**src/rtl/writeback_stage_pkg.sv**
```systemverilog
// Shared pipeline stage-register types and defaults for the writeback stage.
// The EX/WB register layout lives here so the execute and writeback stages use the same definition.
package writeback_stage_pkg;

  localparam int XLEN_DEF     = 32;
  localparam int NUM_REGS_DEF = 32;
  localparam int REG_AW       = 5;

  typedef struct packed {
    logic [XLEN_DEF-1:0] alu_result;
    logic                alu_result_ready;
    logic                do_not_execute;
    logic [REG_AW-1:0]   reg_wr_addr;
    logic                rd_wr_en;
  } ex_wb_t;

  // A slot retires when its result is ready and it was not squashed.
  function automatic logic slot_retires(input ex_wb_t e);
    return e.alu_result_ready & ~e.do_not_execute;
  endfunction

  // A retiring slot writes only when it targets a real (non-x0) register.
  function automatic logic slot_writes(input ex_wb_t e);
    return slot_retires(e) & e.rd_wr_en & (e.reg_wr_addr != 5'd0);
  endfunction

endpackage

```
**src/rtl/writeback_stage_if.sv**
```systemverilog
// Bus between the pipeline (master) and the writeback stage (slave):
// EX/WB register in, register-file read ports and retire trace out.
interface writeback_stage_if
  import writeback_stage_pkg::*;
#(
  parameter int XLEN = XLEN_DEF
) ();

  ex_wb_t            ex_wb_r;
  logic [REG_AW-1:0] rs1_addr;
  logic [REG_AW-1:0] rs2_addr;
  logic [XLEN-1:0]   rs1_data;
  logic [XLEN-1:0]   rs2_data;
  logic              wb_valid;
  logic [REG_AW-1:0] wb_addr;
  logic [XLEN-1:0]   wb_data;
  logic [63:0]       instret;

  modport master (
    output ex_wb_r, rs1_addr, rs2_addr,
    input  rs1_data, rs2_data, wb_valid, wb_addr, wb_data, instret
  );

  modport slave (
    input  ex_wb_r, rs1_addr, rs2_addr,
    output rs1_data, rs2_data, wb_valid, wb_addr, wb_data, instret
  );

endinterface

```
**src/rtl/writeback_stage_register_file.sv**
```systemverilog
// Architectural register file: two combinational read ports, one write port,
// x0 hardwired to zero, every entry cleared asynchronously on reset.
module register_file
  import writeback_stage_pkg::*;
#(
  parameter int XLEN     = XLEN_DEF,
  parameter int NUM_REGS = NUM_REGS_DEF
) (
  input  logic              clk,
  input  logic              reset_n,
  input  logic              we_i,
  input  logic [REG_AW-1:0] waddr_i,
  input  logic [XLEN-1:0]   wdata_i,
  input  logic [REG_AW-1:0] raddr_a_i,
  output logic [XLEN-1:0]   rdata_a_o,
  input  logic [REG_AW-1:0] raddr_b_i,
  output logic [XLEN-1:0]   rdata_b_o
);

  logic [XLEN-1:0] regs_q [NUM_REGS];

  // Storage update; reset wins over any write pending at the same edge.
  always_ff @(posedge clk or negedge reset_n) begin
    if (!reset_n) begin
      for (int i = 0; i < NUM_REGS; i++) begin
        regs_q[i] <= '0;
      end
    end else if (we_i && (waddr_i != 5'd0)) begin
      regs_q[waddr_i] <= wdata_i;
    end
  end

  // Combinational read ports with x0 forced to zero.
  always_comb begin
    rdata_a_o = '0;
    rdata_b_o = '0;
    if (raddr_a_i != 5'd0) begin
      rdata_a_o = regs_q[raddr_a_i];
    end else begin
      rdata_a_o = '0;
    end
    if (raddr_b_i != 5'd0) begin
      rdata_b_o = regs_q[raddr_b_i];
    end else begin
      rdata_b_o = '0;
    end
  end

endmodule

```
**src/rtl/writeback_stage.sv**
```systemverilog
// Writeback stage: commits EX/WB results to the register file, bypasses the
// in-flight write onto both read ports, and keeps the retire trace and instret.
module writeback_stage
  import writeback_stage_pkg::*;
#(
  parameter int XLEN     = XLEN_DEF,
  parameter int NUM_REGS = NUM_REGS_DEF
) (
  input  logic              clk,
  input  logic              reset_n,
  writeback_stage_if.slave  bus
);

  logic              wr_fire_s;
  logic              retire_s;
  logic [XLEN-1:0]   rf_a_s;
  logic [XLEN-1:0]   rf_b_s;

  logic              wb_valid_q, wb_valid_d;
  logic [REG_AW-1:0] wb_addr_q,  wb_addr_d;
  logic [XLEN-1:0]   wb_data_q,  wb_data_d;
  logic [63:0]       instret_q,  instret_d;

  assign wr_fire_s = slot_writes(bus.ex_wb_r);
  assign retire_s  = slot_retires(bus.ex_wb_r);

  register_file #(
    .XLEN     (XLEN),
    .NUM_REGS (NUM_REGS)
  ) u_register_file (
    .clk       (clk),
    .reset_n   (reset_n),
    .we_i      (wr_fire_s),
    .waddr_i   (bus.ex_wb_r.reg_wr_addr),
    .wdata_i   (bus.ex_wb_r.alu_result),
    .raddr_a_i (bus.rs1_addr),
    .rdata_a_o (rf_a_s),
    .raddr_b_i (bus.rs2_addr),
    .rdata_b_o (rf_b_s)
  );

  // Same-cycle bypass; wr_fire already excludes x0, so x0 never bypasses.
  always_comb begin
    bus.rs1_data = rf_a_s;
    bus.rs2_data = rf_b_s;
    if (wr_fire_s && (bus.rs1_addr == bus.ex_wb_r.reg_wr_addr)) begin
      bus.rs1_data = bus.ex_wb_r.alu_result;
    end else begin
      bus.rs1_data = rf_a_s;
    end
    if (wr_fire_s && (bus.rs2_addr == bus.ex_wb_r.reg_wr_addr)) begin
      bus.rs2_data = bus.ex_wb_r.alu_result;
    end else begin
      bus.rs2_data = rf_b_s;
    end
  end

  // Next-state for trace (address/data hold when idle) and the retire counter.
  always_comb begin
    wb_valid_d = wr_fire_s;
    wb_addr_d  = wb_addr_q;
    wb_data_d  = wb_data_q;
    instret_d  = instret_q;
    if (wr_fire_s) begin
      wb_addr_d = bus.ex_wb_r.reg_wr_addr;
      wb_data_d = bus.ex_wb_r.alu_result;
    end else begin
      wb_addr_d = wb_addr_q;
      wb_data_d = wb_data_q;
    end
    if (retire_s) begin
      instret_d = instret_q + 64'd1;
    end else begin
      instret_d = instret_q;
    end
  end

  // Trace and counter registers.
  always_ff @(posedge clk or negedge reset_n) begin
    if (!reset_n) begin
      wb_valid_q <= 1'b0;
      wb_addr_q  <= '0;
      wb_data_q  <= '0;
      instret_q  <= 64'd0;
    end else begin
      wb_valid_q <= wb_valid_d;
      wb_addr_q  <= wb_addr_d;
      wb_data_q  <= wb_data_d;
      instret_q  <= instret_d;
    end
  end

  assign bus.wb_valid = wb_valid_q;
  assign bus.wb_addr  = wb_addr_q;
  assign bus.wb_data  = wb_data_q;
  assign bus.instret  = instret_q;

endmodule

```
**src/flat_wrapper.sv**
```systemverilog
// flat-port wrapper written by rule: the top's interface ports become plain ports
module writeback_stage_flat import writeback_stage_pkg::*;
#(
  parameter int XLEN     = XLEN_DEF,
  parameter int NUM_REGS = NUM_REGS_DEF
)
  (clk, reset_n, bus_ex_wb_r, bus_rs1_addr, bus_rs2_addr, bus_rs1_data, bus_rs2_data, bus_wb_valid, bus_wb_addr, bus_wb_data, bus_instret);
  writeback_stage_if #(.XLEN(XLEN)) bus_i ();
  input  logic clk;
  input  logic reset_n;
  input wire logic [$bits(bus_i.ex_wb_r)-1:0] bus_ex_wb_r;
  input wire logic [$bits(bus_i.rs1_addr)-1:0] bus_rs1_addr;
  input wire logic [$bits(bus_i.rs2_addr)-1:0] bus_rs2_addr;
  output wire logic [$bits(bus_i.rs1_data)-1:0] bus_rs1_data;
  output wire logic [$bits(bus_i.rs2_data)-1:0] bus_rs2_data;
  output wire logic [$bits(bus_i.wb_valid)-1:0] bus_wb_valid;
  output wire logic [$bits(bus_i.wb_addr)-1:0] bus_wb_addr;
  output wire logic [$bits(bus_i.wb_data)-1:0] bus_wb_data;
  output wire logic [$bits(bus_i.instret)-1:0] bus_instret;
  assign bus_i.ex_wb_r = bus_ex_wb_r;
  assign bus_i.rs1_addr = bus_rs1_addr;
  assign bus_i.rs2_addr = bus_rs2_addr;
  assign bus_rs1_data = bus_i.rs1_data;
  assign bus_rs2_data = bus_i.rs2_data;
  assign bus_wb_valid = bus_i.wb_valid;
  assign bus_wb_addr = bus_i.wb_addr;
  assign bus_wb_data = bus_i.wb_data;
  assign bus_instret = bus_i.instret;
  writeback_stage #(.XLEN(XLEN), .NUM_REGS(NUM_REGS)) u_core (.clk(clk), .reset_n(reset_n), .bus(bus_i));
endmodule
```
**config.mk**
```make
export PLATFORM = sky130hd
export DESIGN_NAME = writeback_stage_flat
export DESIGN_NICKNAME = d
export VERILOG_FILES = /design/src/rtl/writeback_stage_pkg.sv /design/src/rtl/writeback_stage_if.sv /design/src/rtl/writeback_stage_register_file.sv /design/src/rtl/writeback_stage.sv /design/src/flat_wrapper.sv
export SDC_FILE = /design/constraint.sdc
export NUM_CORES = 2
export LEC_CHECK = 0
export CAP_MARGIN = 30
export CORE_MARGIN = 2
export CORE_UTILIZATION = 55
export DETAILED_ROUTE_END_ITERATION = 7
export HOLD_SLACK_MARGIN = 0.1
export PLACE_DENSITY = 0.73
export SLEW_MARGIN = 40
export SYNTH_ARGS = -nofsm -noshare
export SYNTH_HDL_FRONTEND = slang
export SYNTH_HIERARCHICAL = 1
export SYNTH_SLANG_ARGS = --single-unit
```
**constraint.sdc**
```tcl
create_clock -name clk -period 3.8 [get_ports clk]
set_input_delay 0.76 -clock clk [delete_from_list [all_inputs] [get_ports clk]]
set_output_delay 0.76 -clock clk [all_outputs]
set_load 0.005 [all_outputs]
```
==> flow_summary_export.csv <==
group,metric,value,unit
global_route,grt_pass1_vias,44335,
sta,slew_violations,0,
placement,gp_congestion,0.953,
die,start_util,55.5,%
clock_tree,clk_latency,0.74,ns
die,die_x,333,um
critical_path,critPathLaunchType,"primary input",
sta,fmax,258,MHz
logic_synthesis,synthArstFlopShare,100,%
layout,nets,4826,
critical_path,crit_arrival,3.12,ns
sta,setup_tns,-0.633,ns
power_and_ir_drop,vdd_drop_max,415,uV
routing,viasPerCell,6.94,
die,ios,218,
clock_tree,cts_max_level,3,
clock_tree,cts.sinks,1126,
layout,area_growth_syn_to_layout,27.2,%
sta,rsz0062_at_grt,"true",
sta,period_minus_slack,3.88,ns
placement,post-dp-hpwl,134000,um
die,core-area,107000,um^2
global_route,grt_pass1_wl,303000,um
routing,vias,43534,
critical_path,crit_path_end_kind,"output pin",
sta,fin_hold_ws,0.400,ns
job,max_cap_viol_count,0,
routing,drtIter0Drc,4703,
power_and_ir_drop,p_leak,35.1,nW
layout,drive_above_1_share,54.6,%
routing,wire_per_inst,33.2,um
sta,post-route-period-util,102,%
global_route,grt.total_usage,37.2,%
routing,first_pass_iters,6,
logic_synthesis,yosysSeqAreaShare,47.3,%
routing,wl,209000,um
routing,drc,0,
logic_synthesis,synth_cell_type_count,57,
logic_synthesis,syn_inst,4191,
logic_synthesis,syn-num-nets,4244,
logic_synthesis,avgSynthCellArea,14.2,um^2
logic_synthesis,synth-seq-cells,1126,
layout,fin_util,70.6,%
worst_hold_path,hp-class,"flop to flop",
sta,tightest_slew,0.769,ns
layout,final_area,75800,um^2
outcome,violations,"setup timing",
logic_synthesis,synth_area_leaders,"dfrtp_1, mux2_2, mux4_2, mux2i_1, clkbuf_1",
die,dieArea,111000,um^2
power_and_ir_drop,pwr_density_cell,407,nW/um^2
outcome,outcome,"finished with violations",
sta,final-setup-viol-count,15,
sta,setup_ws,-0.0812,ns
die,std_cell_rows,120,
sta,max_slew_margin,48.6,%
placement,dp_slack,-0.738,ns
clock_tree,numCtsBuffers,117,
clock_tree,cts_tree,"done",
global_route,grt_overflow_total,0,
logic_synthesis,synth_top_area_cell,"dfrtp_1",
logic_synthesis,synth_edf_count,0,
power_and_ir_drop,power,30.9,mW
clock_tree,cts_buffer_depth,3,
sta,skew,0.0127,ns
logic_synthesis,synth_top_area_share,47.3,%
global_route,grt_max_degree,117,
sta,hold_viol,0,
logic_synthesis,ys_warn_count,6,
routing,ant_nets,0,
placement,post_dp_cell_area,67900,um^2
layout,fin_cells,6275,
clock_tree,ctsRootBufferMaster,"clkbuf_16",
logic_synthesis,synth.cell_area,59600,um^2
clock_tree,clk_pin_slew_worst_paths,0.06,ns
critical_path,critical_path_class,"primary input to output pin",
global_route,antenna_found_initial,4,
placement,dp.cells,5874,
critical_path,cp_max_fo,7,
placement,port-buffer-count,217,
logic_synthesis,synth_flop_cell,"dfrtp_1",
die,die_h,333,um
critical_path,required,3.04,ns
Yosys cell counts (all sizes together), types with 38 or more instances:
master     n
mux2i    286
mux2    1088
a22oi     84
a22o      52
o22ai     47
nor2b     42
dfrtp   1126
a211oi    57
buf      215
mux4     393
clkbuf   238
nand2    139
xnor2     38
nor3      64
registers in the layout, indices dropped and copies added, names as in the netlist:
signal,count
u_core/bus.wb_data,32
u_core/bus.wb_valid,1
u_core/bus.wb_addr,5
u_core/bus.instret,64
u_core/u_register_file/regs_q,1024
power breakdown:
group	internal, mW	total [mW]	switching [mW]
clock network	7.00	12.0	5.01
logic	2.78	5.14	2.36
registers	13.0	13.7	0.785
total	22.7	30.9	8.16
routing by layer:
layer	part of all wire, %	GRT usage (%)	vias to the layer above
met2	44	54.8	2714
met3	12	11.8	729
met4	6.0	19.6	6
li1	-	-	17203
met5	0.037	0	-
met1	38	49.4	22882
final timing paths:
kind	slack (ns)	from	cells after the start	end
max reg2reg	1.29	u_core/bus.instret[26]$_DFFE_PN0N_	5	u_core/bus.instret[51]$_DFFE_PN0N_
min	0.40	u_core/u_register_file/regs_q[1019]$_DFFE_PN0P_	0	u_core/u_register_file/regs_q[1019]$_DFFE_PN0P_
min in group asynchronous	0.61	reset_n	2	u_core/u_register_file/regs_q[160]$_DFFE_PN0P_
max	-0.08	bus_rs2_addr[1]	10	bus_rs2_data[10]
min reg2reg	0.40	u_core/u_register_file/regs_q[1019]$_DFFE_PN0P_	0	u_core/u_register_file/regs_q[1019]$_DFFE_PN0P_
max in group asynchronous	1.87	reset_n	3	u_core/bus.wb_data[23]$_DFFE_PN0P_
worst max-delay path: stages:
cell and delay, ns:
buf_16 0.12, buf_8 0.15, buf_16 0.16, mux4_2 0.50
mux4_2 0.49, o22ai_2 0.14, nor3_1 0.08, buf_4 0.15
mux2_2 0.26, dlygate4sd2_1 0.27
cells in the final DEF, fill, tap and decap left out, types with 12 or more instances in the layout:
cell,Yosys,routed
mux2_4,0,24
buf_4,21,398
mux4_2,393,393
nor2_1,35,19
nor2b_1,42,30
o22ai_2,0,12
a2111oi_4,0,16
xor2_1,35,35
clkbuf_16,0,123
buf_12,0,198
buf_16,0,24
o22ai_1,47,29
buf_2,129,21
nand2_1,139,127
xnor2_1,38,38
nand2_2,0,12
mux2_2,1081,1057
a211oi_2,0,38
clkbuf_1,238,17
o221ai_1,26,24
nor3_2,4,21
nor3_1,59,35
a22oi_1,84,76
nand4_1,16,16
clkdlybuf4s50_1,0,134
a22o_1,52,48
clkbuf_8,0,37
a21oi_1,35,30
dfrtp_1,1126,1126
buf_8,0,18
nor2_4,0,15
nand3_1,27,24
a211oi_1,57,15
mux2i_1,286,279
clkinv_2,0,28
buf_6,10,71
layout make-up:
type | instances | area, um^2
fill | 6836 | 31500
multi-input combinational | 2600 | 31100
sequential | 1126 | 28200
timing repair buffer | 916 | 10700
clock buffer | 171 | 3510
tap | 1403 | 1760
clock inverter | 46 | 531
inverter | 12 | 45.0
antenna | 1 | 2.50
timing repair:
action,4_1_cts,5_1_grt
hold buffers,1,0
pin swaps,61,89
gates resized for setup,478,178
hold endpoints to repair,44,0
gates cloned,18,5
buffers inserted,106,80
endpoints found under the setup margin,64,63
kinds of logic (layout without fill, tap and decap cells):
family | count (synthesis) | in the layout | synth area share, %
DFF | 1126 | 1126 | 47.3
adders and majority gates | 1 | 1 | 0.0210
and+or+nand+nor | 409 | 409 | 3.61
xor gates and xnor gates | 73 | 73 | 1.07
AOI/OAI and AO/OA | 350 | 350 | 4.37
other | 0 | 1 | 0
muxes | 1767 | 1767 | 40.2
buffers and inverters | 465 | 1145 | 3.46
(Power assumes the default switching activity.)
